<file path="src/rtl/lpc_frame_scheduler.sv">
// LPC frame scheduler: loads one audio frame into the encoder, starts it, then streams
// ORDER coefficients followed by FRAME_LEN residues. Optional WAIT timeout: LPC_SCHED_TIMEOUT_EN.
module lpc_frame_scheduler #(
    parameter int FRAME_LEN = 160,
    parameter int ORDER     = 10
) (
    input  logic             clk,
    input  logic             reset,
    input  logic             in_valid,
    output logic             in_ready,
    input  logic [15:0]      in_data,
    output logic             x_wen,
    output logic [7:0]       x_waddr,
    output logic [15:0]      x_din,
    output logic             start,
    input  logic             rready,
    output logic [ORDER-1:0] a_rsel,
    input  logic [31:0]      a_dout,
    output logic [7:0]       residue_raddr,
    input  logic [15:0]      residue_dout,
    output logic             out_valid,
    input  logic             out_ready,
    output logic [31:0]      out_data,
    output logic             out_kind,
    output logic             out_last,
    output logic             busy,
    output logic [15:0]      frame_count,
    output logic             err
);

    localparam int KW = (ORDER > 1) ? $clog2(ORDER) : 1;
    localparam logic [7:0]       LAST_IDX = 8'(FRAME_LEN - 1);
    localparam logic [KW-1:0]    LAST_K   = KW'(ORDER - 1);
    localparam logic [KW-1:0]    K_ONE    = KW'(1);
    localparam logic [ORDER-1:0] SEL_ONE  = ORDER'(1);

    typedef enum logic [2:0] {
        LOAD  = 3'd0,
        START = 3'd1,
        WAIT  = 3'd2,
        COEF  = 3'd3,
        RES   = 3'd4,
        ERR   = 3'd5
    } state_t;

    state_t           state_r;
    logic [7:0]       idx_r;
    logic [KW-1:0]    k_r;
    logic [7:0]       j_r;
    logic [15:0]      frame_count_r;
    logic             in_ready_r;
    logic             start_r;
    logic [ORDER-1:0] a_rsel_r;
    logic             out_valid_r;
    logic             out_kind_r;
    logic             out_last_r;
    logic             busy_r;
    logic             first_wait_r;
    logic [31:0]      out_data_s;
`ifdef LPC_SCHED_TIMEOUT_EN
    logic [15:0]      wait_cnt_r;
    logic             err_r;
`endif

    // Sequencer: state, counters and all registered control outputs move together.
    always_ff @(posedge clk) begin
        if (reset) begin
            state_r       <= LOAD;
            idx_r         <= 8'd0;
            k_r           <= '0;
            j_r           <= 8'd0;
            frame_count_r <= 16'd0;
            in_ready_r    <= 1'b1;
            start_r       <= 1'b0;
            a_rsel_r      <= '0;
            out_valid_r   <= 1'b0;
            out_kind_r    <= 1'b0;
            out_last_r    <= 1'b0;
            busy_r        <= 1'b0;
            first_wait_r  <= 1'b0;
`ifdef LPC_SCHED_TIMEOUT_EN
            wait_cnt_r    <= 16'd0;
            err_r         <= 1'b0;
`endif
        end else begin
            case (state_r)
                LOAD: begin
                    if (in_valid) begin
                        if (idx_r == LAST_IDX) begin
                            idx_r      <= 8'd0;
                            in_ready_r <= 1'b0;
                            start_r    <= 1'b1;
                            busy_r     <= 1'b1;
                            state_r    <= START;
                        end else begin
                            idx_r <= idx_r + 8'd1;
                        end
                    end
                end
                START: begin
                    start_r      <= 1'b0;
                    first_wait_r <= 1'b1;
`ifdef LPC_SCHED_TIMEOUT_EN
                    wait_cnt_r   <= 16'd0;
`endif
                    state_r      <= WAIT;
                end
                WAIT: begin
                    // The encoder's done level may still be left over from the last frame.
                    if (first_wait_r) begin
                        first_wait_r <= 1'b0;
                    end
                    if (!first_wait_r && rready) begin
                        a_rsel_r    <= SEL_ONE;
                        out_valid_r <= 1'b1;
                        out_kind_r  <= 1'b0;
                        out_last_r  <= 1'b0;
                        state_r     <= COEF;
                    end
`ifdef LPC_SCHED_TIMEOUT_EN
                    else if (wait_cnt_r == 16'hFFFE) begin
                        wait_cnt_r <= 16'hFFFF;
                        err_r      <= 1'b1;
                        state_r    <= ERR;
                    end else begin
                        wait_cnt_r <= wait_cnt_r + 16'd1;
                    end
`endif
                end
                COEF: begin
                    if (out_ready) begin
                        if (k_r == LAST_K) begin
                            k_r        <= '0;
                            a_rsel_r   <= '0;
                            out_kind_r <= 1'b1;
                            out_last_r <= (LAST_IDX == 8'd0);
                            state_r    <= RES;
                        end else begin
                            k_r      <= k_r + K_ONE;
                            a_rsel_r <= a_rsel_r << 1;
                        end
                    end
                end
                RES: begin
                    if (out_ready) begin
                        if (j_r == LAST_IDX) begin
                            j_r           <= 8'd0;
                            out_valid_r   <= 1'b0;
                            out_kind_r    <= 1'b0;
                            out_last_r    <= 1'b0;
                            in_ready_r    <= 1'b1;
                            busy_r        <= 1'b0;
                            frame_count_r <= frame_count_r + 16'd1;
                            state_r       <= LOAD;
                        end else begin
                            j_r        <= j_r + 8'd1;
                            out_last_r <= ((j_r + 8'd1) == LAST_IDX);
                        end
                    end
                end
                ERR: begin
                    in_ready_r  <= 1'b0;
                    start_r     <= 1'b0;
                    a_rsel_r    <= '0;
                    out_valid_r <= 1'b0;
                    out_last_r  <= 1'b0;
                    busy_r      <= 1'b1;
                    state_r     <= ERR;
                end
                default: begin
                    idx_r       <= 8'd0;
                    k_r         <= '0;
                    j_r         <= 8'd0;
                    in_ready_r  <= 1'b1;
                    start_r     <= 1'b0;
                    a_rsel_r    <= '0;
                    out_valid_r <= 1'b0;
                    out_kind_r  <= 1'b0;
                    out_last_r  <= 1'b0;
                    busy_r      <= 1'b0;
                    state_r     <= LOAD;
                end
            endcase
        end
    end

    // Result data is a pass-through of the addressed memory, widened for residues.
    always_comb begin
        out_data_s = 32'd0;
        if (out_valid_r) begin
            if (out_kind_r) begin
                out_data_s = {{16{residue_dout[15]}}, residue_dout};
            end else begin
                out_data_s = a_dout;
            end
        end else begin
            out_data_s = 32'd0;
        end
    end

    // in_ready is only high in LOAD, so it also gates the audio write strobe.
    assign x_wen         = in_ready_r & in_valid;
    assign x_waddr       = idx_r;
    assign x_din         = in_data;
    assign in_ready      = in_ready_r;
    assign start         = start_r;
    assign a_rsel        = a_rsel_r;
    assign residue_raddr = j_r;
    assign out_valid     = out_valid_r;
    assign out_data      = out_data_s;
    assign out_kind      = out_kind_r;
    assign out_last      = out_last_r;
    assign busy          = busy_r;
    assign frame_count   = frame_count_r;
`ifdef LPC_SCHED_TIMEOUT_EN
    assign err           = err_r;
`else
    assign err           = 1'b0;
`endif

endmodule

</file>
<file path="config.mk">
export PLATFORM = sky130hd
export DESIGN_NAME = lpc_frame_scheduler
export DESIGN_NICKNAME = d
export VERILOG_FILES = /design/src/rtl/lpc_frame_scheduler.sv
export SDC_FILE = /design/constraint.sdc
export NUM_CORES = 1
export LEC_CHECK = 0
export ABC_AREA = 1
export CORE_MARGIN = 3
export CORE_UTILIZATION = 46
export CTS_BUF_LIST = sky130_fd_sc_hd__clkbuf_8
export DETAILED_ROUTE_END_ITERATION = 8
export HOLD_SLACK_MARGIN = 0.03
export PLACE_DENSITY = 0.87
export SETUP_SLACK_MARGIN = 0.15
export SLEW_MARGIN = 15
export SYNTH_ARGS = -nofsm -noshare
export SYNTH_HDL_FRONTEND = slang
export SYNTH_SLANG_ARGS = --single-unit
</file>
<file path="constraint.sdc">
create_clock -name clk -period 2.3 [get_ports clk]
set_clock_uncertainty 0.05 [all_clocks]
set_input_delay 0.69 -clock clk [delete_from_list [all_inputs] [get_ports clk]]
set_output_delay 0.69 -clock clk [all_outputs]
set_load 0.005 [all_outputs]
</file>
Yosys cells after proc, flatten, opt, wreduce, memory -nomap -nowiden --
Index checks and enable logic that the tools add are counted.
Cells by class: add/subtract/negate cells 4, equal/unequal tests 16, muxes and demuxes 46, bitwise logic cells 10, reduce and logical (&&, ||, !) cells 24
Operators with widths (number):
- 32-bit 2-to-1 mux | 2
- 8-bit 2-to-1 mux | 4
- 8-bit case mux with 2 select lines | 2
- 10-bit 2-to-1 mux | 3
- 10-bit case mux with 3 select lines | 1
- 8-bit equality test, second input constant | 3
- 3-bit 2-to-1 mux | 7
- 3-bit case mux with 6 select lines | 1
- 16-bit by 1-bit adder with 16-bit output, second input constant | 1
- 8-bit by 1-bit adder with 8-bit output, second input constant | 2
- 1-bit 2-to-1 mux | 16
- 1-bit case mux with 4 select lines | 4
- 3-bit OR reduction | 5
- 5-bit OR reduction | 3
- 2-bit inequality test, second input constant | 7
- 5-bit AND reduction | 2
- 1-bit NOT | 9
- 3-bit AND reduction | 3
- 4-bit 2-to-1 mux | 2
- 4-bit case mux with 2 select lines | 1
- 7-bit AND reduction | 1
- 3-bit by 2-bit equality test with 1-bit output, second input constant | 2
- 3-bit equality test, second input constant | 2
- 2-bit AND reduction | 3
- other kinds (13) | 14
Word-level totals: bits in registers 56, input bits 69, output and inout bits 98, logic and storage cells 113

Logic depth before layout (Yosys ltp) --
Gate-level depths: netlist of run 1.
depth in word-level cells 5, mapped depth 11, depth with buffers taken out 10

Worst setup path before layout of run 1 --
OpenSTA, ideal clock, no wires.
kind in2out, from in residue_dout[15], to out out_data[21], arrival 1.246 ns, required time 1.560 ns, slack 0.314 ns, stages 3, buffers on the path 1, cell sequence nand2_1 -> clkbuf_1 -> a21oi_1
On the way: word-level cells in the longest chain between the ends 2
Ends and longest elaborated chain:
- start: declaration | line 20 | input logic [15:0] residue_dout,
- 32-bit 2-to-1 mux | line 191 | if (out_kind_r) begin
- 32-bit 2-to-1 mux | line 190 | if (out_valid_r) begin
- end: declaration | line 23 | output logic [31:0] out_data,
Every way passes these cells.

Worst setup path after layout of run 1 --
from in a_dout[14], to out out_data[14]
On the way: word-level cells in the longest chain between the ends 2
Ends and longest elaborated chain:
- start: declaration | line 18 | input logic [31:0] a_dout,
- 32-bit 2-to-1 mux | line 191
- 32-bit 2-to-1 mux | line 190
Every way passes these cells.

==> summary.md, run 1 <==
| Metric | Value |
|---|---|
| Period minus WS final | 2.188 ns |
| Outcome | complete, no violations |
| CP max FO | 1 |
| Final Wtd Congestion | 0.8916 |
| Unrepaired setup endpoints after global routing | yes |
| Synth top area share | 31.20% |
| Max Slew Vio Count | 0 |
| Clk sinks | 56 |
| DR vias | 4,132 |
| CTS max path bufs | 2 |
| Die height | 94.39 µm |
| Total of warnings raised by yosys | 0 |
| Clock power frac | 44.1% |
| Routed WL per cell | 14.26 µm |
| Overall Global Routing Usage | 23.78% |
| Hold WS | 0.4198 ns |
| Post-Syn Instances | 561 |
| Initial Util | 48.51% |
| CTS clk-pin slew, worst paths | 0.10 ns |
| Dpl hpwl | 8.476 mm |
| VDD IR max | 0.3745 mV |
| First-pass iteration count of the detailed router | 5 |
| Leak | 2.329 nW |
| # port buffers | 133 |
| CP Data Required Time | 1.56 ns |
| CTS Root Cell | clkbuf_8 |
| CTS Hold Bufs | 0 |
| Pwr dens | 387.6 nW/µm² |
| Number of diodes | 0 |
| Endpoint class of the critical path | output pin |
| Sequential power share | 49.1% |
| Syn_nets | 636 |
| Yosys top cell by area | dfxtp_1 |
| Vias in the first global route | 3,689 |
| First DRT Iteration DRCs | 171 |
| Largest cells by area after synthesis | dfxtp_1 (31%), nand2_1 (15%), nor2_1 (8.4%), a21oi_1 (7.7%), inv_1 (5.0%) |
| Class of the worst hold path | register to register |
| # rows | 31 |
| CTS tree | yes |
| Syn Area/Cell | 6.405 µm² |
| Switching Share | 19.63% |
| Nets | 762 |
| Hold Vio Cnt, Final | 0 |
| Max Cap Viol | 0 |
| Ratio of cells with drive above 1 in the final layout | 17.73% |
| First-pass GRT wire length | 17.06 mm |
| Slew @ Worst Pin | 0.5030 ns |
| Clk_lat worst skew | 0.31 ns |
| Internal Power | 0.001592 W |
| Max Freq | 457.0 MHz |
| Setup TNS | 0 ns |
| Final setup fails | 0 |
| CP Data Arrival Time | 1.45 ns |
| Post-Route WL | 11.23 mm |
| Post-route ant nets | 0 |
| Initial antenna violation count | 1 |
| Worst setup SP type | input port |
| Area growth syn-to-layout | 42.24% |
| H-tree Lvls | 2 |
| Synth Register Bits | 56 |
| Combinational Power Share | 6.8% |
| Vias/cell | 5.250 |
| Netlist Area Pre-Place | 3593 µm² |
| Synth unique cells | 35 |
| Die width | 94.39 µm |
| DRC | 0 |
| Final worst setup slack | 0.1119 ns |
| Largest net degree at the start of global routing | 33 |
| GR Overflow Total | 0 |
| Psw | 0.0003888 W |
| Die ar. | 8909 µm² |
| Crit path kind | input port to output pin |
| Io pins | 167 |
| Core Box Area | 7408 µm² |
| Final period util | 95.13% |
| Sequential area share after synthesis | 31.20% |
| CTS Buf Count | 5 |
| Pre-CTS worst setup slack | -0.5259 ns |
| Slew HR | 66.42% |
[cells in the mapped netlist]
library cell / instances
nand2_1: 140
nor2_1: 80
dfxtp_1: 56
a21oi_1: 55
inv_1: 48
nand3_1: 32
o21ai_0: 29
buf_4: 17
clkbuf_1: 13
nand4_1: 12
nor2_2: 9
nand2_2: 8
inv_2: 7
nor2_4: 7
ha_1: 6
nor3_1: 6
buf_6: 5
nand3_2: 4
nand2_4: 3
o21ai_1: 3
xnor2_1: 3
xor2_1: 3
clkinv_1: 2
o21ai_2: 2
a211oi_1: 1
a22oi_1: 1
a31oi_1: 1
conb_1: 1
inv_4: 1
nand4_2: 1
nor2_8: 1
nor3b_1: 1
o211a_1: 1
o21bai_1: 1
or2_0: 1
[repair_timing]
action / in CTS / in global routing
endpoints found under the hold margin: 0 / 0
setup buffers: 3 / 4
pin swaps: 31 / 18
gates resized for setup: 192 / 18
cloned: 1 / 1
endpoints found under the setup margin: 34 / 23
[cell usage in the layout (no fill, tap or decap), types with 7 or more instances in the layout]
cell / n
nand2_1: 139
nor2_1: 78
clkdlybuf4s50_1: 60
dfxtp_1: 55
a21oi_1: 49
inv_1: 47
buf_2: 33
nand3_1: 32
dlygate4sd2_1: 30
o21ai_0: 15
buf_4: 14
nand4_1: 12
o21ai_1: 11
nor2_2: 11
dlymetal6s2s_1: 10
inv_2: 8
o21ai_2: 8
nand2_2: 8
nor2_4: 7
[critical path, stage by stage]
cell and delay (ns):
clkdlybuf4s50_1 0.45, o21ai_0 0.07, nor2_1 0.11, buf_2 0.13
[registers in the layout (all words and copies together), names as in the netlist]
register       count
frame_count       16
out_valid          1
start              1
first_wait_r       1
x_waddr            8
a_rsel            10
state_r            3
k_r                4
out_kind           1
residue_raddr      8
out_last           1
busy               1
in_ready           1
[per-layer routing]
layer  GRT usage (%)  up-vias  wire [µm]
met2           44.68      169       5777
met1           25.72     1908       4291
met4           7.702        0        230
met5               0        -          0
met3           6.295       21        926
li1                -     2034          -
[stage by stage]
stage	utilization [%]	instance area (µm²)	total power [W]	instances
CTS	67.74	5019	0.002004	782
finish	68.99	5111	0.001981	787
detailed placement	66.56	4931	0.001149	770
global placement	66.56	4931	0.001147	770
floorplan	-	3593	0.001062	561
global route	68.99	5111	0.002050	787
[path summary, 6_finish.rpt]
kind | start | endpoint | slack, ns | cells past startpoint
max | a_dout[14] | out_data[14] | 0.11 | 4
min | out_valid | out_valid | 0.42 | 2
min reg2reg | out_valid | out_valid | 0.42 | 2
max reg2reg | residue_raddr[0] | in_ready | 0.52 | 8
[cells by family (layout without fill, tap and decap cells)]
| logic type | count (synthesis) | count (layout) | synth area share (%) |
|---|---|---|---|
| AO/OA/AOI/OAI | 94 | 94 | 13.68 |
| AND/OR/NAND/NOR | 305 | 305 | 38.86 |
| XOR/XNOR | 6 | 6 | 1.463 |
| flip-flops | 56 | 56 | 31.20 |
| buffers and inverters | 93 | 220 | 12.60 |
| adder cells (fa/ha/maj) | 6 | 6 | 2.089 |
| other | 1 | 1 | 0.1044 |
[layout make-up]
cell class                 instances  area (µm²)
fill                             641        2297
multi-input combinational        412        2077
timing repair buffer             154        1406
sequential                        56        1125
inverter                          58       220.2
tap                               99       123.9
clock inverter                     3       90.09
clock buffer                       5       68.82
[power by group through the flow]
| stage | Combinational, W | Clock [W] | Sequential [W] |
|---|---|---|---|
| 2_1_floorplan | 0.0000648 | 0 | 0.000997 |
| 3_3_place_gp | 0.000151 | 0 | 0.000997 |
| 3_5_place_dp | 0.000152 | 0 | 0.000997 |
| 4_1_cts | 0.000137 | 0.000894 | 0.000973 |
| 5_1_grt | 0.000147 | 0.000929 | 0.000974 |
| 6_report | 0.000135 | 0.000873 | 0.000973 |
No activity file was read; power rests on OpenSTA's default activity.
==> run 2, diff against run 1 <==
- CORE_UTILIZATION: 46 -> 70
- DONT_BUFFER_PORTS: not set -> 1
- PLACE_DENSITY: 0.87 -> 0.85
==> summary.md, run 2 (same netlist as run 1, synthesis figures left out) <==
| Metric | Value |
|---|---|
| Ratio of cells with drive above 1 in the final layout | 11.81% (-5.9 points) |
| CTS clk-pin slew, worst paths | 0.11 ns (about the same) |
| Class of the worst hold path | input port to register |
| Clk_lat worst skew | 0.32 ns (about the same) |
| Post-Route WL | 9.846 mm (-12%) |
| Number of diodes | 0 (unchanged) |
| Die height | 77.65 µm (-18%) |
| First-pass GRT wire length | 15.56 mm (-8.8%) |
| Leak | 1.517 nW (-35%) |
| # port buffers | 0 (-100%) |
| Final period util | 90.54% (-4.6 points) |
| Most frequent cells in the layout | nand2_1 (139), nor2_1 (80), dfxtp_1 (55) |
| CTS tree | yes |
| Vias in the first global route | 3,219 (-13%) |
| H-tree Lvls | 2 (unchanged) |
| First DRT Iteration DRCs | 226 (+32%) |
| Core Box Area | 4848 µm² (-35%) |
| Outcome | complete, no violations |
| CP Data Required Time | 1.56 ns (about the same) |
| Worst path slowest cell | dfxtp_1 |
| Register area | 1122 µm² (-0.22%) |
| CP peak stage delay | 0.39 ns (-0.06 ns) |
| CTS Root Cell | clkbuf_8 |
| Max reg flops | 16 (unchanged) |
| CP Data Arrival Time | 1.34 ns (-0.11 ns) |
| Initial antenna violation count | 0 (-1) |
| Max Freq | 480.2 MHz (+5.1%) |
| Post-CTS Setup Repair Bufs | 0 (-3) |
| Io pins | 167 (unchanged) |
| Period minus WS final | 2.082 ns (-0.1056 ns) |
| Leading cell type in the layout, fill and taps excluded | nand2_1 |
| CP delay by family, top | flip-flops |
| Die ar. | 6030 µm² (-32%) |
| Critical path depth | 3 (-1) |
| Final Wtd Congestion | 0.9581 (+7.5%) |
| Overall Global Routing Usage | 32.20% (+8.4 points) |
| Post-route ant nets | 0 (unchanged) |
| Setup TNS | 0 ns (unchanged) |
| Max Cap Viol | 0 (unchanged) |
| Endpoint class of the critical path | output pin |
| Crit path kind | register to output pin |
| Routed WL per cell | 16.17 µm (+13%) |
| # rows | 25 (-19%) |
| Clk sinks | 56 (unchanged) |
| Nets | 616 (-19%) |
| Hold Vio Cnt, Final | 0 (unchanged) |
| DRC | 0 (unchanged) |
| Final setup fails | 0 (unchanged) |
| CP bufs+invs | 1 (-1) |
| Hold-critical path depth | 1 (-1) |
| Initial Util | 74.12% (+26 points) |
| Vias/cell | 5.865 (+12%) |
| Unrepaired setup endpoints after global routing | no |
| Largest net degree at the start of global routing | 30 (-9.1%) |
| R2R depth | 8 (unchanged) |
| CTS max path bufs | 2 (unchanged) |
| First-pass iteration count of the detailed router | 6 (+1) |
| Die width | 77.65 µm (-18%) |
| Area growth syn-to-layout | 1.045% |
| Worst path cell trace | buf_4 -> o21ai_0 -> nor2_1 |
| Pwr dens | 466.5 nW/µm² (+20%) |
| DR vias | 3,572 (-14%) |
| VDD IR max | 0.4870 mV (+30%) |
| Worst setup SP type | register |
| CTS Buf Count | 5 (unchanged) |
| Area of the multi-input gates | 2026 µm² (-2.5%) |
| Dpl hpwl | 7.730 mm (-8.8%) |
| Fillers | 408 (-36%) |
| Max Slew Vio Count | 0 (unchanged) |
| Total Power | 0.001694 W (-14%) |
| CP max FO | 16 (+15) |
| GR Overflow Total | 0 (unchanged) |
## run 2: changes by cell type in the layout (fill, tap and decap cells not counted), sizes merged
cell	change
buf	-45
clkdlybuf4s50	-60
inv	+1
clkinvlp	+2
dlymetal6s2s	-10
dlygate4sd2	-30
clkbuf	-1
bufinv	-2
clkinv	-1
## run 2: final timing paths
kind,startpoint,endpoint,slack [ns]
setup reg to reg,residue_raddr[0],in_ready,0.43
hold reg to reg,first_wait_r,first_wait_r,0.41
hold / removal,reset,residue_raddr[0],0.38
setup / recovery,out_valid,out_data[6],0.22
## run 2: worst register-to-register path: cells and delay by family, from the launching register on
kind / cells / cell delay [ns]
fa+ha+maj: 1 / 0.23
compound gates: 1 / 0.32
simple gates: 6 / 0.69
flops: 1 / 0.45
## run 2: stage by stage
stage,hold slack [ns],std cells,setup WS (ns),utilization [%],instance area (µm²)
after floorplan,0.3893,561,0.3139,-,3593
after global placement,0.3960,601,0.2113,72.28,3505
after detailed placement,0.4037,601,0.1851,72.28,3505
after CTS,0.3673,609,0.1606,74.79,3626
after global routing,0.3642,609,0.1638,74.89,3631
final,0.3805,609,0.2176,74.89,3631
## run 2: layout make-up
class / count / share of cell area, %
Sequential cell: 56 / 30.91
Inverter: 58 / 6.168
Clock buffer: 5 / 1.895
Clock inverter: 3 / 1.275
Multi-Input combinational cell: 412 / 55.79
Tap cell: 67 / 2.309
Timing Repair Buffer: 8 / 1.654
## run 2: repair_timing
item | CTS | global route
endpoints found under the setup margin | 6 | 18
pin swaps | 0 | 1
gates resized for setup | 3 | 2
hold buffers | 0 | 0
## run 2: where the power goes
| group | switching, W | internal, W | total [W] |
|---|---|---|---|
| Sequential | 0.00000383 | 0.000972 | 0.000975 |
| Clock | 0.000346 | 0.000329 | 0.000674 |
| Combinational | 0.0000276 | 0.0000164 | 0.0000440 |
| Total | 0.000377 | 0.00132 | 0.00169 |
## run 2: metal layers
metal / vias up / GRT usage (%) / part of all wire [%]
li1: 1736 / - / -
met1: 1619 / 38.22 / 38
met2: 189 / 53.17 / 48
met3: 28 / 11.14 / 11
met4: 0 / 12.46 / 3.2
met5: - / 0 / 0
==> run 3, diff against run 2 <==
- CTS_CLUSTER_SIZE: not set -> 14
==> results of run 3 <==
The final DEF is identical to that of run 2; final timing and power are the same.
